### config.mk
export PLATFORM = sky130hd
export DESIGN_NAME = uart_rx_flat
export DESIGN_NICKNAME = d
export VERILOG_FILES = /design/src/rtl/uart_rx_if.sv /design/src/rtl/uart_rx.sv /design/src/flat_wrapper.sv
export SDC_FILE = /design/constraint.sdc
export NUM_CORES = 1
export LEC_CHECK = 0
export CAP_MARGIN = 20
export CORE_MARGIN = 2
export CORE_UTILIZATION = 30
export DETAILED_ROUTE_END_ITERATION = 10
export PLACE_DENSITY = 0.55
export SLEW_MARGIN = 20
export SYNTH_ARGS = -nofsm -noshare
export SYNTH_HDL_FRONTEND = slang
export SYNTH_SLANG_ARGS = --single-unit
### constraint.sdc
create_clock -name clk -period 3.5 [get_ports clk]
set_input_delay 0.7 -clock clk [delete_from_list [all_inputs] [get_ports clk]]
set_output_delay 0.7 -clock clk [all_outputs]
set_load 0.03 [all_outputs]
### src/rtl/uart_rx_if.sv
// rtl/uart_rx_if.sv - received-byte valid/ready port between uart_rx and its consumer
interface uart_rx_if;
  logic [7:0] rx_data;
  logic       rx_valid;
  logic       rx_ready;

  modport master (
    output rx_data,
    output rx_valid,
    input  rx_ready
  );

  modport slave (
    input  rx_data,
    input  rx_valid,
    output rx_ready
  );
endinterface

### src/rtl/uart_rx.sv
// rtl/uart_rx.sv - 8N1 UART receiver with majority-voted mid-bit sampling
module uart_rx #(
  parameter int CLKS_PER_BIT = 87
) (
  input  logic      clk,
  input  logic      rst_n,
  input  logic      rx_in,
  uart_rx_if.master rx,
  output logic      frame_err,
  output logic      overrun,
  output logic      busy
);
  localparam int CW = $clog2(CLKS_PER_BIT);
  localparam logic [CW-1:0] HALF = CW'(CLKS_PER_BIT / 2);
  localparam logic [CW-1:0] LAST = CW'(CLKS_PER_BIT - 1);

  typedef enum logic [2:0] {IDLE, START, DATA, STOP, BRK} state_t;

  state_t        state;
  logic          rx_meta;
  logic          rx_s;
  logic [2:0]    hist;
  logic          bit_val;
  logic [CW-1:0] cnt;
  logic [2:0]    bit_idx;
  logic [7:0]    shift;

  assign bit_val = (hist[0] & hist[1]) | (hist[0] & hist[2]) | (hist[1] & hist[2]);

  always_ff @(posedge clk or negedge rst_n) begin
    if (!rst_n) begin
      rx_meta <= 1'b1;
      rx_s    <= 1'b1;
      hist    <= 3'b111;
    end else begin
      rx_meta <= rx_in;
      rx_s    <= rx_meta;
      hist    <= {hist[1:0], rx_s};
    end
  end

  always_ff @(posedge clk or negedge rst_n) begin
    if (!rst_n) begin
      state       <= IDLE;
      cnt         <= '0;
      bit_idx     <= '0;
      shift       <= '0;
      rx.rx_data  <= '0;
      rx.rx_valid <= 1'b0;
      frame_err   <= 1'b0;
      overrun     <= 1'b0;
      busy        <= 1'b0;
    end else begin
      frame_err <= 1'b0;
      overrun   <= 1'b0;
      if (rx.rx_valid && rx.rx_ready) begin
        rx.rx_valid <= 1'b0;
      end
      case (state)
        IDLE: begin
          if (!rx_s) begin
            state <= START;
            cnt   <= '0;
            busy  <= 1'b1;
          end
        end
        START: begin
          if (cnt == HALF) begin
            cnt <= '0;
            if (bit_val) begin
              state <= IDLE;
              busy  <= 1'b0;
            end else begin
              state   <= DATA;
              bit_idx <= '0;
            end
          end else begin
            cnt <= cnt + 1'b1;
          end
        end
        DATA: begin
          if (cnt == LAST) begin
            cnt     <= '0;
            shift   <= {bit_val, shift[7:1]};
            bit_idx <= bit_idx + 3'd1;
            if (bit_idx == 3'd7) begin
              state <= STOP;
            end
          end else begin
            cnt <= cnt + 1'b1;
          end
        end
        STOP: begin
          if (cnt == LAST) begin
            cnt <= '0;
            if (bit_val) begin
              state <= IDLE;
              busy  <= 1'b0;
              // A byte accepted on this same edge frees the slot for the new one.
              if (!rx.rx_valid || rx.rx_ready) begin
                rx.rx_data  <= shift;
                rx.rx_valid <= 1'b1;
              end else begin
                overrun <= 1'b1;
              end
            end else begin
              frame_err <= 1'b1;
              state     <= BRK;
            end
          end else begin
            cnt <= cnt + 1'b1;
          end
        end
        BRK: begin
          // Hold here until the line idles so a stuck-low line is not read as 0x00 frames.
          if (rx_s) begin
            state <= IDLE;
            busy  <= 1'b0;
          end
        end
        default: begin
          state <= IDLE;
          cnt   <= '0;
          busy  <= 1'b0;
        end
      endcase
    end
  end
endmodule

### src/flat_wrapper.sv
// flat-port wrapper written by rule: the top's interface ports become plain ports
module uart_rx_flat 
#(
  parameter int CLKS_PER_BIT = 87
)
  (clk, rst_n, rx_in, frame_err, overrun, busy, rx_rx_data, rx_rx_valid, rx_rx_ready);
  uart_rx_if rx_i ();
  input  logic clk;
  input  logic rst_n;
  input  logic rx_in;
  output logic frame_err;
  output logic overrun;
  output logic busy;
  output wire logic [$bits(rx_i.rx_data)-1:0] rx_rx_data;
  output wire logic [$bits(rx_i.rx_valid)-1:0] rx_rx_valid;
  input wire logic [$bits(rx_i.rx_ready)-1:0] rx_rx_ready;
  assign rx_rx_data = rx_i.rx_data;
  assign rx_rx_valid = rx_i.rx_valid;
  assign rx_i.rx_ready = rx_rx_ready;
  uart_rx #(.CLKS_PER_BIT(CLKS_PER_BIT)) u_core (.clk(clk), .rst_n(rst_n), .rx_in(rx_in), .rx(rx_i), .frame_err(frame_err), .overrun(overrun), .busy(busy));
endmodule
==> results.sh, run 1 <==
export IMPL_critPathCaptureType="primary output"
export IMPL_fin_crit_sh_pct=58.8
export IMPL_drt_total_wl_um=3180
export IMPL_nets=174
export IMPL_synth_cells=148
export IMPL_rsz0062_at_grt="no"
export IMPL_maxSlewHeadroom_pct=44.8
export IMPL_fin_ws_ns=1.44
export IMPL_critPathKind="flop to primary output"
export IMPL_layout_commonest_cell="dfrtp_1"
export IMPL_clockBufferDepth=2
export IMPL_required_ns=2.80
export IMPL_grtUsageMet1_pct=13.2
export IMPL_cts_buffers=5
export IMPL_postRouteAntennaNets=0
export IMPL_max_slew_worst_pin_slew_ns=0.827
export IMPL_syn_nets=156
export IMPL_p_leak_nw=0.937
export IMPL_synth_seq_area_share_pct=53.3
export IMPL_die_x_um=81.4
export IMPL_max_stage_delay_ns=0.69
export IMPL_synthArstFlopShare_pct=100
export IMPL_wl_per_cell_um=13.1
export IMPL_syn_cell_area_um2=1800
export IMPL_p_switching_mw=0.216
export IMPL_tritoncts="yes"
export IMPL_cts_root_buf="clkbuf_8"
export IMPL_grt_pass1_vias=1173
export IMPL_critical_path_arrival_ns=1.36
export IMPL_switching_share_pct=23.1
export IMPL_gp_congestion=0.833
export IMPL_start_util_pct=30.7
export IMPL_p_int_mw=0.719
export IMPL_p_clk_share_pct=41.0
export IMPL_finalInstanceArea_um2=2120
export IMPL_finalSetupTns_ns=0
export IMPL_viasPerCell=4.67
export IMPL_synth_edf_count=0
export IMPL_drtPass1Iterations=4
export IMPL_grt_max_degree=39
export IMPL_max_freq_mhz=486
export IMPL_met2_usage_pct=17.5
export IMPL_antenna_found_initial=0
export IMPL_reg2reg_depth=6
export IMPL_cts_sinks=38
export IMPL_hold_buffers=0
export IMPL_io_buffers=15
export IMPL_worstSkewPairLatency_ns=0.29
export IMPL_hold_depth=0
export IMPL_pre_cts_slack_ns=1.20
export IMPL_grt_use_met3_pct=3.00
export IMPL_cts_clk_slew_worst_paths_ns=0.07
export IMPL_yosys_warnings=0
export IMPL_hold_class="flop to flop"
export IMPL_layout_drive_gt1_share_pct=17.4
export IMPL_final_cell_mix="33 x dfrtp_1, 18 x nand2_1, 14 x clkdlybuf4s50_1"
export IMPL_peakVddDrop_mv=0.199
export IMPL_path_cells="clkdlybuf4s50_1"
export IMPL_track_usage_pct=10.6
export IMPL_dieArea_um2=6620
export IMPL_synth_seq_cells=38
export IMPL_setup_viol=0
export IMPL_core_um2=5850
export IMPL_cp_start_kind="flop"
export IMPL_post_cts_buffers=0
export IMPL_top_usage_layer="met2"
export IMPL_vias=1130
export IMPL_io_pins=16
export IMPL_ys_types=38
export IMPL_place_area_um2=2000
export IMPL_critPathTopFamily="buffers and inverters"
export IMPL_hold_violations=0
export IMPL_rows=28
export IMPL_stdcell_count=242
export IMPL_fill_cells=575
export IMPL_grt_pass1_wl_um=5370
export IMPL_synth_flop_cell="dfrtp_1"
export IMPL_dp_hpwl_um=2250
export IMPL_gr_total_overflow=0
export IMPL_place_inst=234
export IMPL_worst_path_max_fanout=3
export IMPL_area_growth_pct=18.0
export IMPL_ctsResizeCount=0
export IMPL_path_depth=1
export IMPL_holdWs_ns=0.358
export IMPL_period_minus_slack_ns=2.06
export IMPL_antenna_cells=0
export IMPL_p_per_area_nw_per_um2=441
export IMPL_h_tree_depth=2
export IMPL_slew_viol_final=0
export IMPL_p_total_mw=0.935
export IMPL_crit_slowest_cell="clkdlybuf4s50_1"
export IMPL_cap_violations=0
export IMPL_syn_area_per_cell_um2=12.1
export IMPL_utilization_pct=36.2
export IMPL_status="completed"
export IMPL_drc=0
export IMPL_clock_skew_final_ns=0.00842
export IMPL_crit_buf_inv=1
export IMPL_pwr_share_seq_pct=50.9
export IMPL_dr_first_iter_drc_count=24
export IMPL_combPwrFrac_pct=8.1
export IMPL_die_h_um=81.4
[path summary, 6_finish.rpt]
kind                                 from                    to  slack (ns)
max                           u_core.busy                  busy        1.44
min reg2reg                u_core.rx_meta           u_core.rx_s        0.36
min                        u_core.rx_meta           u_core.rx_s        0.36
max in group asynchronous           rst_n         u_core.cnt[6]        2.47
min in group asynchronous           rst_n  u_core.rx.rx_data[5]        0.51
max reg2reg                 u_core.cnt[0]  u_core.rx.rx_data[5]        1.48
[Yosys cell counts (3+ instances only)]
master / number / area, µm²
a21oi_1: 4 / 20.0
dfstp_2: 5 / 131
o22ai_1: 4 / 25.0
inv_1: 6 / 22.5
nor3_1: 5 / 25.0
ha_1: 4 / 50.1
nand2_1: 18 / 67.6
nand3_1: 3 / 15.0
nor2b_1: 3 / 18.8
dfrtp_1: 33 / 826
mux2_1: 8 / 90.1
mux2_4: 8 / 120
nor2_1: 7 / 26.3
o21ai_1: 6 / 30.0
[worst reg2reg max path: stages, from the launching register on]
cell	delay, ns
dfrtp_1	0.43
inv_1	0.08
ha_1	0.14
and2_1	0.27
nand4_4	0.15
nor2b_2	0.51
mux2_4	0.35
[power groups by stage]
stage	logic [mW]	clock network (mW)	registers, mW
after floorplan	0.0502	0	0.481
after global placement	0.0752	0	0.482
after detailed placement	0.0776	0	0.484
after CTS	0.0781	0.394	0.476
after global routing	0.0865	0.411	0.479
final	0.0760	0.383	0.475
[cell type report]
cell class                      instances  area [µm²]  area share [%]
Tap cell                               75        93.8            4.43
Timing Repair Buffer                   15         145            6.85
Multi-Input combinational cell        100         785            37.0
Clock inverter                          1        30.0            1.42
Sequential cell                        38         957            45.2
Inverter                                6        22.5            1.06
Clock buffer                            7        86.3            4.07
[cell families after synthesis]
kind of cell / Yosys count / synth area share [%]
and+or+nand+nor: 50 / 16.6
DFF: 38 / 53.3
AOI/OAI and AO/OA: 28 / 11.4
muxes: 16 / 11.7
buffers and inverters: 10 / 3.06
adders and majority gates: 6 / 3.90
[routing by layer]
metal | up-vias | wire [µm]
met4 | 0 | 27
met3 | 3 | 112
li1 | 560 | -
met5 | - | 0
met2 | 16 | 1510
met1 | 551 | 1540
[registers in the layout, indices dropped and copies added, names as in the netlist]
name / cells
u_core.rx.rx_data: 8
u_core.shift: 8
u_core.cnt: 7
u_core.bit_idx: 3
u_core.hist: 3
u_core.state: 3
u_core.busy: 1
u_core.frame_err: 1
u_core.overrun: 1
u_core.rx.rx_valid: 1
u_core.rx_meta: 1
u_core.rx_s: 1
Power figures use the tool's default switching activity.
==> run 2, diff against run 1 <==
- clock period: 3.5 -> 1.93 ns (I/O delays scaled with it)
==> results.sh, run 2 (synthesized netlist as in run 1, its figures left out) <==
export IMPL_start_util_pct=30.7
export IMPL_top_usage_layer="met2"
export IMPL_rsz0062_at_grt="no"
export IMPL_regToRegStartpoint="u_core.cnt[0]"
export IMPL_cp_endpoint="u_core.shift[1]"
export IMPL_max_freq_mhz=541
export IMPL_drt_total_wl_um=3140
export IMPL_worstSkewPairLatency_ns=0.28
export IMPL_final_cell_mix="33 x dfrtp_1, 18 x nand2_1, 14 x clkdlybuf4s50_1"
export IMPL_cts_sinks=38
export IMPL_startpoint="u_core.cnt[0]"
export IMPL_hold_buffers=0
export IMPL_top_regs="u_core.rx.rx_data (8), u_core.shift (8), u_core.cnt (7)"
export IMPL_cts_buffers=5
export IMPL_vias=1199
export IMPL_nets=184
export IMPL_finalSetupTns_ns=0
export IMPL_reg2reg_depth=6
export IMPL_max_slew_worst_pin_slew_ns=0.458
export IMPL_grt_max_degree=39
export IMPL_layout_commonest_cell="dfrtp_1"
export IMPL_tritoncts="yes"
export IMPL_cap_violations=0
export IMPL_cts_root_buf="clkbuf_8"
export IMPL_period_minus_slack_ns=1.85
export IMPL_peakVddDrop_mv=0.638
export IMPL_postRouteAntennaNets=0
export IMPL_grtUsageMet1_pct=14.3
export IMPL_rows=28
export IMPL_critical_path_arrival_ns=2.01
export IMPL_clock_skew_final_ns=0.00966
export IMPL_antenna_cells=0
export IMPL_critPathKind="flop to flop"
export IMPL_wl_per_cell_um=12.4
export IMPL_required_ns=2.10
export IMPL_gp_congestion=0.880
export IMPL_reg2reg_to="u_core.shift[1]"
export IMPL_dr_first_iter_drc_count=81
export IMPL_track_usage_pct=11.1
export IMPL_drc=0
export IMPL_io_pins=16
export IMPL_die_h_um=81.4
export IMPL_dp_hpwl_um=2300
export IMPL_clockBufferDepth=2
export IMPL_area_growth_pct=25.8
export IMPL_grt_use_met3_pct=3.33
export IMPL_gr_total_overflow=0
export IMPL_hold_violations=0
export IMPL_layout_drive_gt1_share_pct=23.2
export IMPL_fin_crit_sh_pct=95.7
export IMPL_slew_viol_final=0
export IMPL_die_x_um=81.4
export IMPL_grt_pass1_wl_um=5580
export IMPL_setup_viol=0
export IMPL_viasPerCell=4.76
export IMPL_io_buffers=15
export IMPL_critPathCaptureType="flop"
export IMPL_met2_usage_pct=17.3
export IMPL_dieArea_um2=6620
export IMPL_drtPass1Iterations=4
export IMPL_cts_clk_slew_worst_paths_ns=0.08
export IMPL_core_um2=5850
export IMPL_status="completed"
export IMPL_grt_pass1_vias=1205
export IMPL_cp_start_kind="flop"
export IMPL_maxSlewHeadroom_pct=69.4
export IMPL_hold_class="input pin to asynchronous set/reset pin"
export IMPL_p_leak_nw=1.01
export IMPL_antenna_found_initial=0
export IMPL_p_total_mw=1.84
export IMPL_rrSetupSlack_ns=0.08
export IMPL_p_per_area_nw_per_um2=815
export IMPL_worst_path_max_fanout=8
export IMPL_h_tree_depth=2
[run 2: cell count changes in the layout (fill, tap and decap cells not counted)]
cell | before | now
buf_4 | 0 | 7
buf_12 | 0 | 3
bufinv_16 | 1 | 2
clkbuf_1 | 1 | 0
nor2_1 | 7 | 6
nor2_2 | 0 | 1
[run 2: per-stage QoR]
stage / utilization (%) / hold WS (ns) / cell area (µm²) / setup slack, ns / cells
2_1_floorplan: - / 0.0904 / 1800 / 0.303 / 148
3_3_place_gp: 35.9 / 0.347 / 2100 / 0.149 / 242
3_5_place_dp: 35.9 / 0.350 / 2100 / 0.104 / 242
4_1_cts: 38.3 / 0.0541 / 2240 / 0.0969 / 250
5_1_grt: 38.6 / 0.0621 / 2260 / 0.0222 / 252
6_report: 38.6 / 0.0476 / 2260 / 0.0821 / 252
[run 2: worst min path at each step]
stage	to	from	cells past startpoint
2_1_floorplan	u_core.bit_idx[0]	rst_n	0
3_3_place_gp	u_core.rx_s	u_core.rx_meta	0
3_5_place_dp	u_core.rx_s	u_core.rx_meta	0
4_1_cts	u_core.rx.rx_data[6]	rst_n	2
5_1_grt	u_core.rx.rx_data[3]	rst_n	2
6_report	u_core.shift[6]	rst_n	2
[run 2: critical path: stages (launching register included)]
cell     delay (ns)
dfrtp_1        0.45
inv_1          0.09
ha_1           0.14
and2_1         0.26
and4_1         0.32
buf_12         0.14
mux2_1         0.32
[run 2: layout make-up]
class,instances,area [µm²]
clock buffers,6,82.6
clock inverters,2,60.1
fillers,557,3590
inverters,6,22.5
multi-input cells,100,787
flip-flops and latches,38,957
well taps,75,93.8
repair buffers,25,258
[run 2: layer usage]
layer	up-vias	share of wire, %	routed length (µm)
li1	579	-	-
met1	593	48	1490
met2	22	47	1480
met3	5	3.8	119
met4	0	1.4	43
met5	-	0	0
[run 2: where the power goes]
part | total (mW) | switching [mW] | internal (mW)
Combinational | 0.165 | 0.0933 | 0.0717
Sequential | 0.861 | 0.0336 | 0.828
Clock | 0.816 | 0.265 | 0.551
[run 2: repair_timing]
action / CTS / global route
setup buffers: 0 / 2
resized for setup: 0 / 1
endpoints found under the setup margin: 0 / 2
==> run 3, diff against run 2 <==
- DONT_BUFFER_PORTS: not set -> 1
- PLACE_DENSITY: 0.55 -> 0.52
==> results.sh, run 3 (synthesized netlist as in run 1, its figures left out) <==
export IMPL_final_cell_mix="33 x dfrtp_1, 18 x nand2_1, 8 x mux2_4, 8 x mux2_1, 7 x nor2_1"
export IMPL_p_total_mw=1.83
export IMPL_crit_slowest_cell="dfrtp_1"
export IMPL_hold_class="input pin to flop"
export IMPL_maxSlewHeadroom_pct=72.0
export IMPL_io_pins=16
export IMPL_finalSetupTns_ns=0
export IMPL_fin_crit_sh_pct=94.9
export IMPL_clock_skew_final_ns=0.00812
export IMPL_dieArea_um2=6620
export IMPL_grt_pass1_wl_um=5300
export IMPL_area_growth_pct=16.2
export IMPL_cp_start_kind="flop"
export IMPL_top_regs="u_core.rx.rx_data (8), u_core.shift (8), u_core.cnt (7)"
export IMPL_grt_pass1_vias=1153
export IMPL_fin_ws_ns=0.0979
export IMPL_die_h_um=81.4
export IMPL_rsz0062_at_grt="no"
export IMPL_io_buffers=0
export IMPL_layout_commonest_cell="dfrtp_1"
export IMPL_p_per_area_nw_per_um2=876
export IMPL_cts_root_buf="clkbuf_8"
export IMPL_gr_total_overflow=0
export IMPL_layout_drive_gt1_share_pct=22.5
export IMPL_setup_viol=0
export IMPL_place_inst=225
export IMPL_h_tree_depth=2
export IMPL_status="completed"
export IMPL_pre_cts_slack_ns=0.110
export IMPL_tritoncts="yes"
export IMPL_cts_buffers=5
export IMPL_worst_path_max_fanout=8
export IMPL_die_x_um=81.4
export IMPL_core_um2=5850
export IMPL_crit_buf_inv=2
export IMPL_grt_max_degree=39
export IMPL_stdcell_count=235
export IMPL_max_freq_mhz=546
export IMPL_critPathTopFamily="simple AND/OR/NAND/NOR gates"
export IMPL_p_leak_nw=0.945
export IMPL_hold_violations=0
export IMPL_clockBufferDepth=2
export IMPL_dr_first_iter_drc_count=20
export IMPL_start_util_pct=30.7
export IMPL_drt_total_wl_um=3100
export IMPL_period_minus_slack_ns=1.83
export IMPL_cts_sinks=38
export IMPL_worstSkewPairLatency_ns=0.29
export IMPL_cts_clk_slew_worst_paths_ns=0.08
export IMPL_cap_violations=0
export IMPL_hold_buffers=2
export IMPL_gp_congestion=0.793
export IMPL_dp_hpwl_um=2250
export IMPL_drc=0
export IMPL_viasPerCell=4.80
export IMPL_antenna_cells=0
export IMPL_required_ns=2.11
export IMPL_max_slew_worst_pin_slew_ns=0.418
export IMPL_peakVddDrop_mv=0.319
export IMPL_critPathCaptureType="flop"
export IMPL_rows=28
export IMPL_nets=167
export IMPL_ctsResizeCount=0
export IMPL_post_cts_buffers=0
export IMPL_path_cells="inv_1 > ha_1 > and2_1 > nand4_4 > nor2b_2 > buf_12 > mux2_4"
export IMPL_track_usage_pct=10.7
export IMPL_multiInputGateArea_um2=785
export IMPL_critical_path_arrival_ns=2.01
export IMPL_antenna_found_initial=0
export IMPL_vias=1128
export IMPL_final_seq_area_um2=957
export IMPL_slew_viol_final=0
export IMPL_holdWs_ns=0.0902
export IMPL_max_stage_delay_ns=0.43
export IMPL_fill_cells=567
export IMPL_wl_per_cell_um=13.2
export IMPL_postRouteAntennaNets=0
export IMPL_drtPass1Iterations=4
export IMPL_critPathKind="flop to flop"
==> run 3: worst reg2reg max path, stage by stage, from the launching register on <==
cell and delay [ns]:
dfrtp_1 0.43, inv_1 0.07, ha_1 0.14, and2_1 0.28, nand4_4 0.16, nor2b_2 0.18, buf_12 0.15, mux2_4 0.30
==> run 3: routing by layer <==
metal | global-route usage [%] | vias up | wire (µm)
met3 | 3.89 | 6 | 145
met4 | 5.93 | 0 | 69
met5 | 0 | - | 0
li1 | - | 545 | -
met1 | 12.4 | 557 | 1420
met2 | 17.0 | 20 | 1470
==> run 3: worst paths after layout <==
kind / startpoint / endpoint / slack [ns] / cells past startpoint
setup / recovery: u_core.cnt[0] / u_core.rx.rx_data[1] / 0.1 / 7
setup reg to reg: u_core.cnt[0] / u_core.rx.rx_data[1] / 0.1 / 7
hold / removal: rx_in / u_core.rx_meta / 0.09 / 0
min in group asynchronous: rst_n / u_core.shift[3] / 0.55 / 2
max in group asynchronous: rst_n / u_core.rx_s / 1.13 / 2
hold reg to reg: u_core.rx_meta / u_core.rx_s / 0.36 / 0
==> run 3: cell type report <==
class                      count  area share (%)
tap                           75            4.49
inverter                       6            1.08
clock inverter                 2            2.88
clock buffer                   6            3.95
timing repair buffer           8            4.19
multi-input combinational    100            37.6
sequential                    38            45.8
==> run 3: metrics by stage <==
step | instance area, µm² | utilization [%]
2_1_floorplan | 1800 | -
3_3_place_gp | 1920 | 32.7
3_5_place_dp | 1920 | 32.7
4_1_cts | 2090 | 35.7
5_1_grt | 2090 | 35.7
6_report | 2090 | 35.7
==> run 3: power breakdown <==
| group | switching [mW] | internal [mW] |
|---|---|---|
| clock network | 0.277 | 0.551 |
| registers | 0.0401 | 0.827 |
| logic | 0.0785 | 0.0546 |
| total | 0.396 | 1.43 |
